$ cat config.mk
export PLATFORM = sky130hd
export DESIGN_NAME = soc_cpu_div_cell_flat
export DESIGN_NICKNAME = d
export VERILOG_FILES = /design/src/rtl/soc_cpu_div_cell_if.sv /design/src/rtl/soc_cpu_div_cell.sv /design/src/flat_wrapper.sv
export SDC_FILE = /design/constraint.sdc
export NUM_CORES = 1
export LEC_CHECK = 0
export CORE_UTILIZATION = 59
export CTS_BUF_LIST = sky130_fd_sc_hd__clkbuf_2
export DETAILED_ROUTE_END_ITERATION = 8
export PLACE_DENSITY = 0.83
export SLEW_MARGIN = 20
export SYNTH_ARGS = -nofsm -noshare
export SYNTH_HDL_FRONTEND = slang
export SYNTH_SLANG_ARGS = --single-unit
$ cat constraint.sdc
create_clock -name clk -period 3.5 [get_ports clk]
set_input_delay 0.525 -clock clk [delete_from_list [all_inputs] [get_ports clk]]
set_output_delay 0.525 -clock clk [all_outputs]
set_load 0.005 [all_outputs]
$ cat src/rtl/soc_cpu_div_cell_if.sv
// Handshake and operand/result bundle between the M stage and the divider cell.
interface soc_cpu_div_cell_if #(
  parameter int WIDTH = 32
);
  logic             M_div_start;
  logic             M_div_signed;
  logic [WIDTH-1:0] M_div_src1;
  logic [WIDTH-1:0] M_div_src2;
  logic             M_div_busy;
  logic             M_div_done;
  logic [WIDTH-1:0] M_div_quotient;
  logic [WIDTH-1:0] M_div_remainder;

  modport master (
    output M_div_start, M_div_signed, M_div_src1, M_div_src2,
    input  M_div_busy, M_div_done, M_div_quotient, M_div_remainder
  );

  modport slave (
    input  M_div_start, M_div_signed, M_div_src1, M_div_src2,
    output M_div_busy, M_div_done, M_div_quotient, M_div_remainder
  );
endinterface

$ cat src/rtl/soc_cpu_div_cell.sv
// Iterative radix-2 restoring divider (signed/unsigned), one quotient bit per cycle.
// Optional SOC_CPU_DIV_EARLY_OUT_EN: skip iteration when divisor is zero or |dividend| < |divisor|.
module soc_cpu_div_cell #(
  parameter int WIDTH = 32,
  parameter int CNT_W = 5
) (
  input  logic                clk,
  input  logic                reset_n,
  soc_cpu_div_cell_if.slave   div_if
);

  typedef enum logic [1:0] {S_IDLE, S_ITER, S_FIX} state_e;

  state_e           state_q;
  logic [CNT_W-1:0] cnt_q;
  logic             signed_q, q_neg_q, r_neg_q, div0_q;
  logic             busy_q, done_q;
  logic [WIDTH-1:0] dvd_q;   // dividend shifts out MSB-first while quotient bits shift in
  logic [WIDTH-1:0] rem_q;
  logic [WIDTH-1:0] dsr_q;
  logic [WIDTH-1:0] src1_q;
  logic [WIDTH-1:0] quo_q, remo_q;

  logic             src1_neg, src2_neg;
  logic [WIDTH-1:0] mag1, mag2, partial, fix_quo, fix_rem;
  logic [WIDTH:0]   diff;

  assign src1_neg = div_if.M_div_signed & div_if.M_div_src1[WIDTH-1];
  assign src2_neg = div_if.M_div_signed & div_if.M_div_src2[WIDTH-1];
  assign mag1     = src1_neg ? -div_if.M_div_src1 : div_if.M_div_src1;
  assign mag2     = src2_neg ? -div_if.M_div_src2 : div_if.M_div_src2;

  // rem_q < 2^(iterations done) so its MSB is always zero before the final shift.
  assign partial  = {rem_q[WIDTH-2:0], dvd_q[WIDTH-1]};
  assign diff     = {1'b0, partial} - {1'b0, dsr_q};

  assign fix_quo  = div0_q ? '1 : ((signed_q && q_neg_q) ? -dvd_q : dvd_q);
  assign fix_rem  = div0_q ? src1_q : ((signed_q && r_neg_q) ? -rem_q : rem_q);

`ifdef SOC_CPU_DIV_EARLY_OUT_EN
  logic early_out;
  assign early_out = (mag2 == '0) || (mag1 < mag2);
`endif

  // NOTE: state is updated with non-blocking assignments so every register
  // samples pre-edge values, independent of statement order.
  always_ff @(posedge clk or negedge reset_n) begin
    if (!reset_n) begin
      state_q  <= S_IDLE;
      cnt_q    <= '0;
      signed_q <= 1'b0;
      q_neg_q  <= 1'b0;
      r_neg_q  <= 1'b0;
      div0_q   <= 1'b0;
      busy_q   <= 1'b0;
      done_q   <= 1'b0;
      dvd_q    <= '0;
      rem_q    <= '0;
      dsr_q    <= '0;
      src1_q   <= '0;
      quo_q    <= '0;
      remo_q   <= '0;
    end else begin
      done_q <= 1'b0;
      case (state_q)
        S_IDLE: begin
          // A start coinciding with the done pulse is dropped, not queued.
          if (div_if.M_div_start && !done_q) begin
            signed_q <= div_if.M_div_signed;
            q_neg_q  <= src1_neg ^ src2_neg;
            r_neg_q  <= src1_neg;
            div0_q   <= (div_if.M_div_src2 == '0);
            dsr_q    <= mag2;
            src1_q   <= div_if.M_div_src1;
            busy_q   <= 1'b1;
            cnt_q    <= CNT_W'(WIDTH - 1);
`ifdef SOC_CPU_DIV_EARLY_OUT_EN
            if (early_out) begin
              dvd_q   <= '0;
              rem_q   <= mag1;
              state_q <= S_FIX;
            end else begin
              dvd_q   <= mag1;
              rem_q   <= '0;
              state_q <= S_ITER;
            end
`else
            dvd_q   <= mag1;
            rem_q   <= '0;
            state_q <= S_ITER;
`endif
          end
        end
        S_ITER: begin
          rem_q <= diff[WIDTH] ? partial : diff[WIDTH-1:0];
          dvd_q <= {dvd_q[WIDTH-2:0], ~diff[WIDTH]};
          cnt_q <= cnt_q - CNT_W'(1);
          if (cnt_q == '0) state_q <= S_FIX;
        end
        S_FIX: begin
          quo_q   <= fix_quo;
          remo_q  <= fix_rem;
          done_q  <= 1'b1;
          busy_q  <= 1'b0;
          state_q <= S_IDLE;
        end
        default: state_q <= S_IDLE;
      endcase
    end
  end

  assign div_if.M_div_busy      = busy_q;
  assign div_if.M_div_done      = done_q;
  assign div_if.M_div_quotient  = quo_q;
  assign div_if.M_div_remainder = remo_q;

endmodule

$ cat src/flat_wrapper.sv
// flat-port wrapper written by rule: the top's interface ports become plain ports
module soc_cpu_div_cell_flat 
#(
  parameter int WIDTH = 32,
  parameter int CNT_W = 5
)
  (clk, reset_n, div_if_M_div_start, div_if_M_div_signed, div_if_M_div_src1, div_if_M_div_src2, div_if_M_div_busy, div_if_M_div_done, div_if_M_div_quotient, div_if_M_div_remainder);
  soc_cpu_div_cell_if #(.WIDTH(WIDTH)) div_if_i ();
  input  logic clk;
  input  logic reset_n;
  input wire logic [$bits(div_if_i.M_div_start)-1:0] div_if_M_div_start;
  input wire logic [$bits(div_if_i.M_div_signed)-1:0] div_if_M_div_signed;
  input wire logic [$bits(div_if_i.M_div_src1)-1:0] div_if_M_div_src1;
  input wire logic [$bits(div_if_i.M_div_src2)-1:0] div_if_M_div_src2;
  output wire logic [$bits(div_if_i.M_div_busy)-1:0] div_if_M_div_busy;
  output wire logic [$bits(div_if_i.M_div_done)-1:0] div_if_M_div_done;
  output wire logic [$bits(div_if_i.M_div_quotient)-1:0] div_if_M_div_quotient;
  output wire logic [$bits(div_if_i.M_div_remainder)-1:0] div_if_M_div_remainder;
  assign div_if_i.M_div_start = div_if_M_div_start;
  assign div_if_i.M_div_signed = div_if_M_div_signed;
  assign div_if_i.M_div_src1 = div_if_M_div_src1;
  assign div_if_i.M_div_src2 = div_if_M_div_src2;
  assign div_if_M_div_busy = div_if_i.M_div_busy;
  assign div_if_M_div_done = div_if_i.M_div_done;
  assign div_if_M_div_quotient = div_if_i.M_div_quotient;
  assign div_if_M_div_remainder = div_if_i.M_div_remainder;
  soc_cpu_div_cell #(.WIDTH(WIDTH), .CNT_W(CNT_W)) u_core (.clk(clk), .reset_n(reset_n), .div_if(div_if_i));
endmodule
==> flow_summary.yaml, run 1 <==
power_and_ir_drop:
  internal_power_w: 0.00788
  worst_ir_drop_vdd_mv: 0.414
  combPwrFrac: 0.575
  p_per_area_nw_per_um2: 975
  pwr-share-clk: 0.116
  switching_share: 0.454
  p_leak_nw: 6.55
  netSwitchingPower_w: 0.00655
  pwr-share-seq: 0.309
layout:
  nNetsFinal: 1755
  final_common_cell: "nand2_1"
  layout_common_cells: "nand2_1 (239), dfrtp_1 (204), o21ai_0 (155)"
  finish.utilization: 0.704
  fill_cells: 1659
  area_growth_pct: 16.9
  fin_area_um2: 14800
  drive_gt1_frac: 0.0838
grt:
  grt_pass1_vias: 10900
  grt_remaining_overflow: 0
  track_usage: 0.297
  grt_pass1_wl_um: 52400
  antenna_found_initial: 1
  grt_max_degree: 97
cts:
  clk_latency_ps: 860
  cts-root-buf: "clkbuf_2"
  cts_resized: 0
  clockBufferDepth: 3
  clkTransAtPathRegs_ps: 100
  htreeDepth: 2
  clock_sinks: 205
  numCtsBuffers: 51
  cts_tree: "yes"
placement:
  hpwl_um: 23100
  port_buffers: 133
  postPlaceCellArea_um2: 14300
  place.gp.congestion: 0.926
critical_path:
  cp.required_ps: 4180
  r2r_start: "u_core.dsr_q[0]"
  max_stage_delay_ps: 430
  crit_type: "reg -> reg"
  crit_path_frequent_cell: "buf_4"
  cp.buffers_inverters: 2
  crit_slowest_cell: "dfrtp_1"
  crit_fanout: 11
  cpLargestDelayFamily: "compound AO/OA/AOI/OAI gates"
  cp-start-kind: "flop"
  critPathCaptureType: "flop"
  arrival_ps: 3860
  crit_start: "u_core.dsr_q[0]"
  crit_chain: "ha_1 -> fa_1 -> nand2b_1 -> a21oi_1 -> o21ai_1 -> o31ai_2 -> buf_4 -> a31oi_1 -> a21oi_4 -> buf_4 -> mux2i_1 -> o21ai_0"
synthesis:
  netlist.area_leader.share: 0.405
  dominantRegCellSynth: "dfrtp_1"
  avgSynthCellArea_um2: 8.36
  synth_top_cell_by_area: "dfrtp_1"
  ys_ff_latch: 205
  syn_inst: 1513
  yosysWarnings: 0
  async_flop_share: 1.00
  netlist_area_um2: 12700
  ys_seq_area_frac: 0.405
  synth-edff-count: 0
  synth_nets: 1621
  synth.distinct_cells: 73
  synthTopCellsByArea: "dfrtp_1 (41%), nand2_1 (7.1%), o21ai_0 (6.1%)"
sta:
  max_freq_ghz: 0.315
  setup_viol: 0
  worst_slew_pin_slew_ps: 925
  setup_tns_ps: 0
  final_hold_viol_count: 0
  slew_headroom: 0.383
  hold_ws_ps: 306
  rsz0062_at_grt: "no"
  post-route-period-util: 0.908
  period_minus_slack_ps: 3180
  drv_slew: 0
  fin_skew_ps: 52.7
floorplanning:
  ios: 134
  fp.dieW_um: 148
  start_util: 0.602
  die_h_um: 148
  rows: 53
  die_area_um2: 22000
  core_area_um2: 21000
drt:
  drt_iter0_drc: 630
  drc: 0
  ant_nets: 0
  vias: 11200
  routed_wl_um: 31400
  wl_per_cell_um: 16.0
  viasPerCell: 5.70
  drt_first_pass_iters: 5
outcome:
  status: "finished, final reports clean"
hold_path:
  hp-class: "in -> async"
flow_run:
  cap_violations: 0
final cells by class:
class / count / area, um2 / area share
Tap cell: 275 / 344 / 0.0233
Antenna cell: 1 / 2.50 / 0.000169
Clock inverter: 13 / 104 / 0.00702
Sequential cell: 205 / 5130 / 0.347
Inverter: 60 / 225 / 0.0152
Timing Repair Buffer: 168 / 1610 / 0.109
Clock buffer: 75 / 375 / 0.0254
Multi-Input combinational cell: 1161 / 7000 / 0.473
final timing paths:
check	to	slack, ps	cells past startpoint
max in group asynchronous	u_core.div0_q	2160	3
min reg2reg	u_core.src1_q[3]	480	2
min	u_core.div_if.M_div_quotient[3]	310	2
max	u_core.rem_q[2]	320	12
max reg2reg	u_core.rem_q[2]	320	12
min in group clk	u_core.src1_q[6]	310	3
stage by stage:
stage | worst slack, ps | total power [W] | cells
2_1_floorplan | 572 | 0.0102 | 1513
3_3_place_gp | 185 | 0.0124 | 1868
3_5_place_dp | 157 | 0.0126 | 1868
4_1_cts | 380 | 0.0144 | 1957
5_1_grt | 177 | 0.0157 | 1958
6_report | 323 | 0.0144 | 1958
power by group through the flow:
stage               clock (W)  combinational (W)  sequential [W]
floorplan                   0            0.00611         0.00413
global route          0.00184            0.00924         0.00459
global placement            0            0.00795         0.00441
CTS                   0.00170            0.00825         0.00443
finish                0.00168            0.00829         0.00446
detailed placement          0            0.00818         0.00446
worst register-to-register path, cell delays in order, from the launching register on:
cell      delay, ps
dfrtp_1         430
ha_1            230
fa_1            400
nand2b_1        180
a21oi_1         190
o21ai_1         170
o31ai_2         250
buf_4           170
a31oi_1         120
a21oi_4         320
buf_4           280
mux2i_1         230
o21ai_0          90
cell usage after synthesis (14+ instances only):
master and number:
clkbuf_1 78, nor4_1 14, nand3_1 17, inv_1 59, xor2_1 53, mux2i_1 27, nor2_1 127, nor3_1 26
o21ai_1 17, nand2b_1 16, a31oi_1 15, ha_1 39, nand2_1 239, xnor2_1 88, dfrtp_1 205, a22oi_1 33
a21o_1 15, a21oi_1 146, o21ai_0 155
timing repair:
action                                  4_1_cts  5_1_grt
hold buffers                                  1        0
endpoints found under the hold margin        92        0
endpoints found under the setup margin        0        0
setup buffers                                 0        0
sequential cells by signal (all words and copies together) (netlist names):
name,flops
u_core.cnt_q,5
u_core.div0_q,1
u_core.div_if.M_div_busy,1
u_core.div_if.M_div_done,1
u_core.div_if.M_div_quotient,32
u_core.div_if.M_div_remainder,32
u_core.dsr_q,32
u_core.dvd_q,32
u_core.q_neg_q,1
u_core.r_neg_q,1
u_core.rem_q,32
u_core.signed_q,1
u_core.src1_q,32
u_core.state_q,2
metal layers:
layer	global-route usage	up-vias	wire length, um
li1	-	5560	-
met1	0.396	5229	13900
met2	0.496	333	15000
met3	0.0448	48	1810
met4	0.0954	0	618
met5	0	-	0
kinds of logic (layout without fill, tap and decap cells):
family,after synthesis,after routing,share of synthesized area
AOI/OAI and AO/OA,452,452,0.211
and+or+nand+nor,499,499,0.178
adders and majority gates,40,40,0.0401
DFF,205,205,0.405
other,0,1,0
buffers and inverters,147,316,0.0447
xor gates and xnor gates,141,141,0.0976
muxes,29,29,0.0231
No activity file was read; power rests on OpenSTA's default activity.
==> run 2, diff against run 1 <==
--- a/config.mk
+++ b/config.mk
@@ -5,6 +5,7 @@
 export SDC_FILE = /design/constraint.sdc
 export NUM_CORES = 1
 export LEC_CHECK = 0
+export CORE_MARGIN = 2
 export CORE_UTILIZATION = 59
 export CTS_BUF_LIST = sky130_fd_sc_hd__clkbuf_2
 export DETAILED_ROUTE_END_ITERATION = 8
==> flow_summary.yaml, run 2 (synthesis gave the netlist of run 1 again) <==
placement:
  place.gp.congestion: 0.906
  hpwl_um: 23500
  port_buffers: 133
  place_ws_ps: 181
drt:
  drc: 0
  routed_wl_um: 32100
  drt_iter0_drc: 659
  wl_per_cell_um: 16.4
  viasPerCell: 5.76
  drt_first_pass_iters: 6
  vias: 11300
  ant_nets: 0
grt:
  grt_pass1_wl_um: 52400
  grt_pass1_vias: 10900
  antenna_found_initial: 1
  track_usage: 0.288
  grt_remaining_overflow: 0
  grt_max_degree: 107
sta:
  final_hold_viol_count: 0
  worst_slew_pin_slew_ps: 1010
  post-route-period-util: 0.896
  period_minus_slack_ps: 3130
  fin_skew_ps: 88.2
  max_freq_ghz: 0.319
  drv_slew: 0
  slew_headroom: 0.325
  worst_slack_ps: 365
  rsz0062_at_grt: "no"
  setup_viol: 0
  setup_tns_ps: 0
floorplanning:
  core_area_um2: 21000
  start_util: 0.602
  die_h_um: 150
  ios: 134
  fp.dieW_um: 150
  die_area_um2: 22600
  rows: 53
critical_path:
  arrival_ps: 3780
  crit_chain: "ha_1 -> fa_1 -> nand2b_1 -> a21oi_1 -> o21ai_1 -> o31ai_2 -> buf_4 -> a31oi_1 -> a21oi_4 -> buf_4 -> mux2i_1 -> o21ai_0"
  crit_fanout: 9
  cp-start-kind: "flop"
  crit_slowest_cell: "dfrtp_1"
  crit_path_frequent_cell: "buf_4"
  crit_type: "reg -> reg"
  max_stage_delay_ps: 420
  critPathCaptureType: "flop"
  cp.required_ps: 4150
layout:
  multi_input_area_um2: 7000
  final_common_cell: "nand2_1"
  drive_gt1_frac: 0.0825
  fill_cells: 1682
  area_growth_pct: 17.2
  final-seq-area_um2: 5130
  layout_common_cells: "nand2_1 (239), dfrtp_1 (204), o21ai_0 (155)"
  nNetsFinal: 1755
flow_run:
  cap_violations: 0
cts:
  clkTransAtPathRegs_ps: 110
  clockBufferDepth: 3
  cts-root-buf: "clkbuf_2"
  clk_latency_ps: 870
  postCtsSetupBuffers: 0
  htreeDepth: 2
  clock_sinks: 205
  cts_tree: "yes"
  cts_resized: 0
  numCtsBuffers: 50
power_and_ir_drop:
  combPwrFrac: 0.581
  pwr-share-clk: 0.112
  netSwitchingPower_w: 0.00659
  switching_share: 0.455
  p_per_area_nw_per_um2: 977
  pwr-share-seq: 0.307
  p_leak_nw: 6.55
  worst_ir_drop_vdd_mv: 0.394
  internal_power_w: 0.00789
hold_path:
  hp-class: "in -> reg"
outcome:
  status: "finished, final reports clean"
[run 2: cell types whose count changed in the layout (fill, tap and decap cells not counted)]
cell	previous run	this run
buf_12	1	5
clkbuf_2	75	71
clkinv_1	10	14
buf_4	33	30
bufinv_16	2	1
clkinv_2	2	3
clkinvlp_4	0	1
dfrtp_2	0	1
dfrtp_4	1	0
[run 2: per-layer routing]
layer,track usage,share of wire
met2,0.499,0.49
met3,0.0394,0.056
met1,0.377,0.43
met5,0,0
met4,0.0863,0.021
[run 2: final cells by class]
cell class	count	area share
inverters	60	0.0152
clock buffers	71	0.0240
well taps	275	0.0232
repair buffers	169	0.113
diodes	1	0.000169
clock inverters	18	0.00683
flip-flops and latches	205	0.346
multi-input cells	1161	0.472
[run 2: timing repair]
item	CTS	global route
endpoints found under the setup margin	0	0
hold buffers	1	0
hold endpoints to repair	99	0
[run 2: worst max-delay path: cells and delay by family, from the launching register on]
kind	cells	cell delay, ps
flops	1	420
fa+ha+maj	2	610
buf+inv	2	420
compound gates	6	1120
mux	1	220
simple gates	1	180
[run 2: power groups by stage]
| stage | combinational [W] | sequential (W) | clock [W] |
|---|---|---|---|
| after CTS | 0.00841 | 0.00442 | 0.00163 |
| final | 0.00842 | 0.00445 | 0.00162 |
| after global routing | 0.00946 | 0.00458 | 0.00175 |
| after global placement | 0.00813 | 0.00442 | 0 |
| after floorplan | 0.00611 | 0.00413 | 0 |
| after detailed placement | 0.00834 | 0.00446 | 0 |
[run 2: worst paths after layout]
path	slack (ps)	cells after the start	from	endpoint
setup / recovery	370	12	u_core.dsr_q[0]	u_core.rem_q[2]
hold / removal	280	3	div_if_M_div_src1[6]	u_core.src1_q[6]
setup reg to reg	370	12	u_core.dsr_q[0]	u_core.rem_q[2]
hold reg to reg	480	2	u_core.src1_q[3]	u_core.src1_q[3]
max in group asynchronous	2320	3	reset_n	u_core.dvd_q[31]
min in group asynchronous	330	2	reset_n	u_core.div_if.M_div_quotient[3]
[run 2: per-stage QoR]
stage | utilization | hold WS (ps) | std cells | instance area [um2] | total power, W
CTS | 0.705 | 243 | 1959 | 14800 | 0.0145
floorplan | - | 229 | 1513 | 12700 | 0.0102
detailed placement | 0.683 | 463 | 1869 | 14400 | 0.0128
finish | 0.705 | 280 | 1960 | 14800 | 0.0145
global route | 0.705 | 264 | 1960 | 14800 | 0.0158
global placement | 0.683 | 459 | 1869 | 14400 | 0.0125
